[src/rtl/branch_ctrl.sv]
// Branch controller: compare flag, jump-target LUT, and START/RUN/SQUASH/HALT sequencing.
// Optional BRANCH_CTR_EN adds a saturating 16-bit taken-branch counter output.
module branch_ctrl #(
  parameter int A         = 10,
  parameter int LUT_DEPTH = 16,
  localparam int IW       = $clog2(LUT_DEPTH)
) (
  input  logic          clk,
  input  logic          Reset,
  input  logic          op_valid,
  input  logic          op_cmp,
  input  logic [7:0]    cmp_a,
  input  logic [7:0]    cmp_b,
  input  logic          op_beq,
  input  logic          op_jmp,
  input  logic          op_halt,
  input  logic [IW-1:0] lut_idx,
  input  logic          lut_wr_en,
  input  logic [IW-1:0] lut_wr_idx,
  input  logic [A-1:0]  lut_wr_data,
  output logic          beq_flag,
  output logic          jmp_flag,
  output logic [A-1:0]  Target,
  output logic          squash,
`ifdef BRANCH_CTR_EN
  output logic          done,
  output logic [15:0]   taken_count
`else
  output logic          done
`endif
);

  typedef enum logic [1:0] {START, RUN, SQUASH, HALT} state_t;

  state_t       state;
  state_t       state_nxt;
  logic         eq;
  logic         accept;
  logic         rd_ok;
  logic         wr_ok;
  logic [A-1:0] lut [LUT_DEPTH];

  // Widen by one bit so the range check stays meaningful for power-of-two depths.
  assign rd_ok = {1'b0, lut_idx} < (IW+1)'(LUT_DEPTH);
  assign wr_ok = {1'b0, lut_wr_idx} < (IW+1)'(LUT_DEPTH);
  assign Target = rd_ok ? lut[lut_idx] : '0;

  always_comb begin
    state_nxt = state;
    accept    = 1'b0;
    beq_flag  = 1'b0;
    jmp_flag  = 1'b0;
    squash    = 1'b0;
    done      = 1'b0;
    case (state)
      START:  state_nxt = RUN;
      RUN: begin
        accept   = op_valid;
        jmp_flag = op_valid & op_jmp & ~op_halt;
        beq_flag = op_valid & op_beq & eq & ~op_jmp & ~op_halt;
        if (op_valid && op_halt) begin
          state_nxt = HALT;
        end else if (jmp_flag || beq_flag) begin
          state_nxt = SQUASH;
        end
      end
      SQUASH: begin
        squash    = 1'b1;
        state_nxt = RUN;
      end
      HALT: begin
        done      = 1'b1;
        state_nxt = HALT;
      end
      default: state_nxt = START;
    endcase
  end

  always_ff @(posedge clk) begin
    if (Reset) begin
      state <= START;
      eq    <= 1'b0;
      for (int i = 0; i < LUT_DEPTH; i++) begin
        lut[i] <= '0;
      end
    end else begin
      state <= state_nxt;
      // A branch in the same cycle has already consumed the old flag.
      if (accept && op_cmp) begin
        eq <= (cmp_a == cmp_b);
      end
      if (lut_wr_en && wr_ok) begin
        lut[lut_wr_idx] <= lut_wr_data;
      end
    end
  end

`ifdef BRANCH_CTR_EN
  logic [15:0] taken_count_q;

  always_ff @(posedge clk) begin
    if (Reset) begin
      taken_count_q <= '0;
    end else if ((beq_flag || jmp_flag) && taken_count_q != 16'hFFFF) begin
      taken_count_q <= taken_count_q + 16'd1;
    end
  end

  assign taken_count = taken_count_q;
`endif

endmodule
[config.mk]
export PLATFORM = sky130hd
export DESIGN_NAME = branch_ctrl
export DESIGN_NICKNAME = d
export VERILOG_FILES = /design/src/rtl/branch_ctrl.sv
export SDC_FILE = /design/constraint.sdc
export NUM_CORES = 1
export LEC_CHECK = 0
export CORE_MARGIN = 1
export CORE_UTILIZATION = 30
export CTS_BUF_LIST = sky130_fd_sc_hd__clkbuf_8
export CTS_CLUSTER_DIAMETER = 40
export CTS_CLUSTER_SIZE = 10
export DETAILED_ROUTE_END_ITERATION = 10
export HOLD_SLACK_MARGIN = 0.06
export SLEW_MARGIN = 40
export SYNTH_ARGS = -nofsm -noshare
export SYNTH_HDL_FRONTEND = slang
export SYNTH_SLANG_ARGS = --single-unit
[constraint.sdc]
create_clock -name clk -period 2.7 [get_ports clk]
set_input_delay 0.675 -clock clk [delete_from_list [all_inputs] [get_ports clk]]
set_output_delay 0.675 -clock clk [all_outputs]
set_load 0.005 [all_outputs]
==> metrics.cfg, run 1 <==
[power]
p_leak_nw = 3.35
irDropWorstVdd_mv = 0.347
netSwitchingFraction = 0.240
sw_pwr_mw = 1.31
power.clock.fraction = 0.353
power.combinational.fraction = 0.108
cellPowerDensity_nw_per_um2 = 579
power.sequential.fraction = 0.539
intPower_mw = 4.16

[synthesis]
synth.top_cells.by_area = edfxtp_1 63%, and2_1 13%, mux4_2 8.3%, mux4_1 4.1%, a22oi_1 2.0%
synth_area_per_cell_um2 = 15.1
ys_types = 27
synth_fp_nets = 547
netlist.top_cell.by_area = edfxtp_1
synth.top_cell.area_share = 0.631
yosys_register_bits = 163
mappedNetlistArea_um2 = 7610
yosysWarningCount = 0
ys_seq_area_frac = 0.639
synth_cells = 505

[drt]
detail_route.iter0.violations = 336
detail_route.drc_violations = 0
drt.antenna.violating_nets = 0
vias_per_cell = 4.81
detailroute.via_count = 4455
wl_per_cell_um = 19.4
route.final.wire_length_um = 18000
firstDrtPassIters = 4

[worst_setup_path]
critical_path_peak_fanout = 6
launching_element_type_of_the_critical_path = input port
critical_path.endpoint_type = output port
critical_path.n_buffers_inverters = 5
worst-setup-path-type = input port to output port
cpMaxStageDelayCell = mux4_2
timing.critical_path.cells = buf_16, buf_12, buf_12, buf_6, mux4_2, a22oi_2, nand2_1, buf_2
critical-path-top-cell-by-count = buf_12
cp.arrival_ns = 2.03
worstPathRequired_ns = 2.03
critical-path-max-stage-delay_ns = 0.54
worst_path_dominant_cell_family = buffers and inverters

[placed_design]
globalplace.congestion = 0.757
placement.setup.worst_slack_ns = -0.447
place.detailed.instances = 878
port-buffer-count = 55
post-dp-hpwl_um = 12200

[cts]
cts_tree = built
cts-buffers-inserted = 17
worst_skew_pair.late_latency_ns = 0.45
cts.root.buffer_cell = clkbuf_8
cts-root-to-sink-buffers = 2
clkSlewWorstSetupHoldPaths_ns = 0.09
cts.sinks = 163
htreeDepth = 4

[die]
count_of_standard_cell_rows = 57
ios = 56
fp.coreArea_um2 = 24600
die_area_um2 = 26000
die_h_um = 161
die_x_um = 161
initial_core_util = 0.309

[global_routing]
wire_length_of_the_first_global_routing_pass_um = 27700
gr-usage-all-layers = 0.145
number_of_antenna_violations_at_the_first_check_in_global_routing = 0
grt_overflow_total = 0
grt_pass1_vias = 4738
maximum_number_of_pins_on_one_net_before_global_route_repair = 24

[job]
maxCapViolations = 0

[cells_and_area]
multi_input_area_um2 = 2610
layout-drive-gt1-share = 0.275
fillers = 2278
finish.utilization = 0.384
antenna-diode-count = 0
nets = 632
flow.area_growth_from_synthesis_pct = 24.3
final_cells = 927
area_used_by_sequential_logic_in_the_layout_um2 = 4860

[timing]
highest_achievable_clock_rate_mhz = 370
worst_pin_slew_ns = 0.684
worst_setup_skew_after_layout_ns = 0.000173
rsz0062_at_grt = yes
final.setup.tns_ns = -0.00635
period_share = 1.00
timing_max_transition_violations_final = 0
setup_violations = 2
slew_headroom = 0.543
setup_ws_ns = -0.00440
min_period_ns = 2.70
timing_hold_violations_final = 0

[min_path]
kind_of_path_behind_the_tightest_hold_check = flop to flop

[outcome]
failing_checks = setup timing
result_of_the_run = complete, but fails checks

==> per-layer routing <==
| metal | vias to the layer above | track usage | share of wire |
|---|---|---|---|
| met1 | 2277 | 0.187 | 0.45 |
| met4 | 0 | 0.0347 | 0.0099 |
| met5 | - | 0 | 0 |
| li1 | 2018 | - | - |
| met2 | 142 | 0.238 | 0.48 |
| met3 | 18 | 0.0460 | 0.065 |
==> cells in the mapped netlist <==
cell type,instances
xor2_1,8
and3_1,1
buf_8,2
nor2_1,16
nor3b_1,3
buf_1,5
mux4_2,28
clkbuf_1,30
nor4_1,2
nand4_1,1
edfxtp_1,160
buf_6,1
a31oi_1,1
nor3_1,5
or2_2,16
o21ai_0,1
nand4b_1,1
nand4bb_1,1
a22oi_1,20
nand2b_1,4
mux4_1,12
a21boi_0,1
nand2_1,15
dfxtp_1,3
nor2b_1,4
and2_1,162
buf_4,2
==> flip-flops by register name (all words and copies together) (netlist names) <==
signal and cells:
state 2, eq 1, lut 160
==> per-stage QoR <==
| stage | total power [mW] | hold WS (ns) | cell area (um^2) |
|---|---|---|---|
| after floorplan | 3.26 | 0.450 | 7610 |
| after global placement | 3.53 | 0.467 | 8740 |
| after detailed placement | 3.55 | 0.481 | 8740 |
| after CTS | 5.50 | 0.495 | 9480 |
| after global routing | 5.63 | 0.531 | 9460 |
| final | 5.47 | 0.496 | 9460 |
==> cell type report <==
class,instances,area share
clock buffers,17,0.0247
clock inverters,15,0.0206
multi-input cells,302,0.276
flip-flops and latches,163,0.514
well taps,324,0.0429
repair buffers,106,0.121
==> worst register-to-register path, stage by stage (launching register included) <==
cell and delay (ns):
dfxtp_1 0.39, nor2b_1 0.22, and3_1 0.20, nand4_1 0.07
o21ai_0 0.08
==> what timing repair did <==
action / 4_1_cts / 5_1_grt
hold buffers: 0 / 0
gates resized for setup: 75 / 13
pin swaps: 18 / 11
setup buffers: 16 / 0
endpoints found under the setup margin: 11 / 9
gates cloned: 3 / 0
==> power groups by stage <==
stage                     combinational (mW)  clock (mW)  sequential [mW]
after floorplan                        0.274           0             2.99
after global placement                 0.530           0             3.00
after detailed placement               0.538           0             3.01
after CTS                              0.600        1.95             2.95
after global routing                   0.630        2.04             2.97
final                                  0.593        1.93             2.95
==> cells by family (layout without fill, tap and decap cells) <==
| kind of cell | Yosys count | after routing | share of synthesized area |
|---|---|---|---|
| XOR/XNOR | 8 | 8 | 0.00921 |
| AO/OA/AOI/OAI | 23 | 23 | 0.0222 |
| AND/OR/NAND/NOR | 231 | 231 | 0.180 |
| flip-flops | 163 | 163 | 0.639 |
| multiplexers | 40 | 40 | 0.124 |
| buffers and inverters | 40 | 138 | 0.0247 |
==> cells in the final DEF, fill, tap and decap left out, types with 2 or more instances in the layout <==
cell type,count
edfxtp_1,160
inv_6,6
a22oi_1,4
xor2_1,8
clkbuf_2,3
mux4_1,3
buf_12,14
clkinv_4,3
a22oi_2,16
dlygate4sd2_1,3
buf_6,5
and2_1,162
nor2b_1,4
inv_8,2
dfxtp_1,3
nor4_1,2
nor2_1,16
nand2_1,13
bufinv_16,3
clkdlybuf4s50_1,40
nor3_1,5
buf_16,3
or2_2,16
mux4_2,37
clkbuf_8,17
nand2_2,2
buf_4,29
nor3b_1,2
buf_8,2
nand2b_1,4
buf_2,7
==> final timing paths <==
| kind | slack (ns) | endpoint | cells after the start | from |
|---|---|---|---|---|
| min reg2reg | 0.50 | eq | 2 | eq |
| max reg2reg | 1.68 | eq | 4 | state[0] |
| max | -0.004 | Target[9] | 8 | lut_idx[0] |
| min | 0.50 | eq | 2 | eq |
(Power assumes the default switching activity.)
==> run 2, diff against run 1 <==
--- a/config.mk
+++ b/config.mk
@@ -12,6 +12,7 @@
 export CTS_CLUSTER_SIZE = 10
 export DETAILED_ROUTE_END_ITERATION = 10
 export HOLD_SLACK_MARGIN = 0.06
+export SETUP_SLACK_MARGIN = 0.2
 export SLEW_MARGIN = 40
 export SYNTH_ARGS = -nofsm -noshare
 export SYNTH_HDL_FRONTEND = slang
==> run 2 against run 1 <==
The flow now finishes without violations. Worst setup slack better by 0.0082 ns. Combinational power is 2% higher. Die area stayed put. Wire length is 0.14% lower. Critical endpoint is now Target[1]. Largest power group unchanged. Highest routed layer unchanged.
==> metrics.cfg, run 2 (synthesis results as in run 1) <==
[outcome]
result_of_the_run = finished, final reports clean

[drt]
wl_per_cell_um = 19.3
firstDrtPassIters = 5
route.final.wire_length_um = 18000
detail_route.iter0.violations = 337
vias_per_cell = 4.78
detail_route.drc_violations = 0
detailroute.via_count = 4450
drt.antenna.violating_nets = 0

[cells_and_area]
leading_cell_type_in_the_layout_fill_and_taps_excluded = and2_1
final_cells = 930
antenna-diode-count = 0
nets = 635
largest_reg_flops = 160
layout_common_cells = 162 x and2_1, 160 x edfxtp_1, 39 x clkdlybuf4s50_1
final_design_area_no_fill_um2 = 9520
biggestRegsByFlops = lut (160), state (2), eq (1)
largest-register = lut
flow.area_growth_from_synthesis_pct = 25.1
layout-drive-gt1-share = 0.284

[global_routing]
gr-usage-all-layers = 0.145
maximum_number_of_pins_on_one_net_before_global_route_repair = 24
grt_overflow_total = 0
grt_pass1_vias = 4763
wire_length_of_the_first_global_routing_pass_um = 27600
number_of_antenna_violations_at_the_first_check_in_global_routing = 0

[die]
fp.coreArea_um2 = 24600
die_x_um = 161
die_h_um = 161
ios = 56
initial_core_util = 0.309
count_of_standard_cell_rows = 57
die_area_um2 = 26000

[power]
p_leak_nw = 3.38
power.clock.fraction = 0.352
report.power.total_mw = 5.49
sw_pwr_mw = 1.32
irDropWorstVdd_mv = 0.337
intPower_mw = 4.17
cellPowerDensity_nw_per_um2 = 576
power.combinational.fraction = 0.110
netSwitchingFraction = 0.240
power.sequential.fraction = 0.538

[timing]
min_period_ns = 2.70
highest_achievable_clock_rate_mhz = 371
worst_pin_slew_ns = 0.725
rsz0062_at_grt = yes
timing_max_transition_violations_final = 0
slew_headroom = 0.515
period_share = 0.999
timing_hold_violations_final = 0
worst_setup_skew_after_layout_ns = 0.000164
setup_violations = 0

[worst_setup_path]
worst-setup-path-type = input port to output port
worst_path_dominant_cell_family = multiplexers
cp.arrival_ns = 2.02
critical_path.n_buffers_inverters = 4
critical-path-max-stage-delay_ns = 0.52
timing.critical_path.cells = buf_16, buf_12, buf_8, mux4_2, a22oi_2, nand2_1, buf_2
critical_path.endpoint_type = output port
cpMaxStageDelayCell = mux4_2
worstPathRequired_ns = 2.03
critical_path_peak_fanout = 6
launching_element_type_of_the_critical_path = input port

[job]
maxCapViolations = 0

[placed_design]
globalplace.congestion = 0.757
place.detailed.instances = 878
placed_area_um2 = 8740
port-buffer-count = 55
post-dp-hpwl_um = 12200

[cts]
cts.root.buffer_cell = clkbuf_8
worst_skew_pair.late_latency_ns = 0.45
cts.sinks = 163
cts-hold-fix-buffers = 0
cts_tree = built
clkSlewWorstSetupHoldPaths_ns = 0.09
cts-buffers-inserted = 17
cts-root-to-sink-buffers = 2
htreeDepth = 4

[min_path]
kind_of_path_behind_the_tightest_hold_check = flop to flop

## run 2: stage by stage
stage	hold slack, ns	TNS (ns)	setup WS (ns)	utilization
2_1_floorplan	0.450	0	0.323	-
3_3_place_gp	0.467	-4.10	-0.431	0.355
3_5_place_dp	0.481	-4.11	-0.447	0.355
4_1_cts	0.495	0	0.0103	0.386
5_1_grt	0.531	-0.114	-0.0389	0.387
6_report	0.496	0	0.00385	0.387
## run 2: per-layer routing
layer / track usage / wire length [um] / vias up
li1: - / - / 2021
met2: 0.235 / 8650 / 145
met4: 0.0425 / 219 / 0
met1: 0.186 / 8020 / 2271
met3: 0.0457 / 1110 / 13
met5: 0 / 0 / -
## run 2: layout make-up
type / count / area, um^2
repair buffers: 109 / 1190
clock buffers: 17 / 234
fillers: 2266 / 15100
clock inverters: 15 / 195
multi-input cells: 302 / 2630
well taps: 324 / 405
flip-flops and latches: 163 / 4860
## run 2: worst paths after layout
kind	from	depth (start not counted)	slack, ns	endpoint
max	lut_idx[0]	7	0.004	Target[1]
min	eq	2	0.50	eq
min reg2reg	eq	2	0.50	eq
max reg2reg	state[0]	4	1.68	eq
## run 2: timing repair
item,in CTS,in global routing
hold endpoints to repair,0,0
resized for setup,88,8
setup buffers,17,0
pin swaps,23,7
endpoints found under the setup margin,12,11
cloned,3,0
## run 2: worst reg2reg max path, cell delays in order (launching register included)
cell and delay (ns):
dfxtp_1 0.38, nor2b_1 0.23, and3_1 0.20, nand4_1 0.07
o21ai_0 0.08
## run 2: power groups by stage
stage	Sequential, mW	Clock [mW]	Combinational [mW]
2_1_floorplan	2.99	0	0.274
3_3_place_gp	3.00	0	0.530
3_5_place_dp	3.01	0	0.538
4_1_cts	2.95	1.95	0.601
5_1_grt	2.97	2.04	0.641
6_report	2.95	1.93	0.604
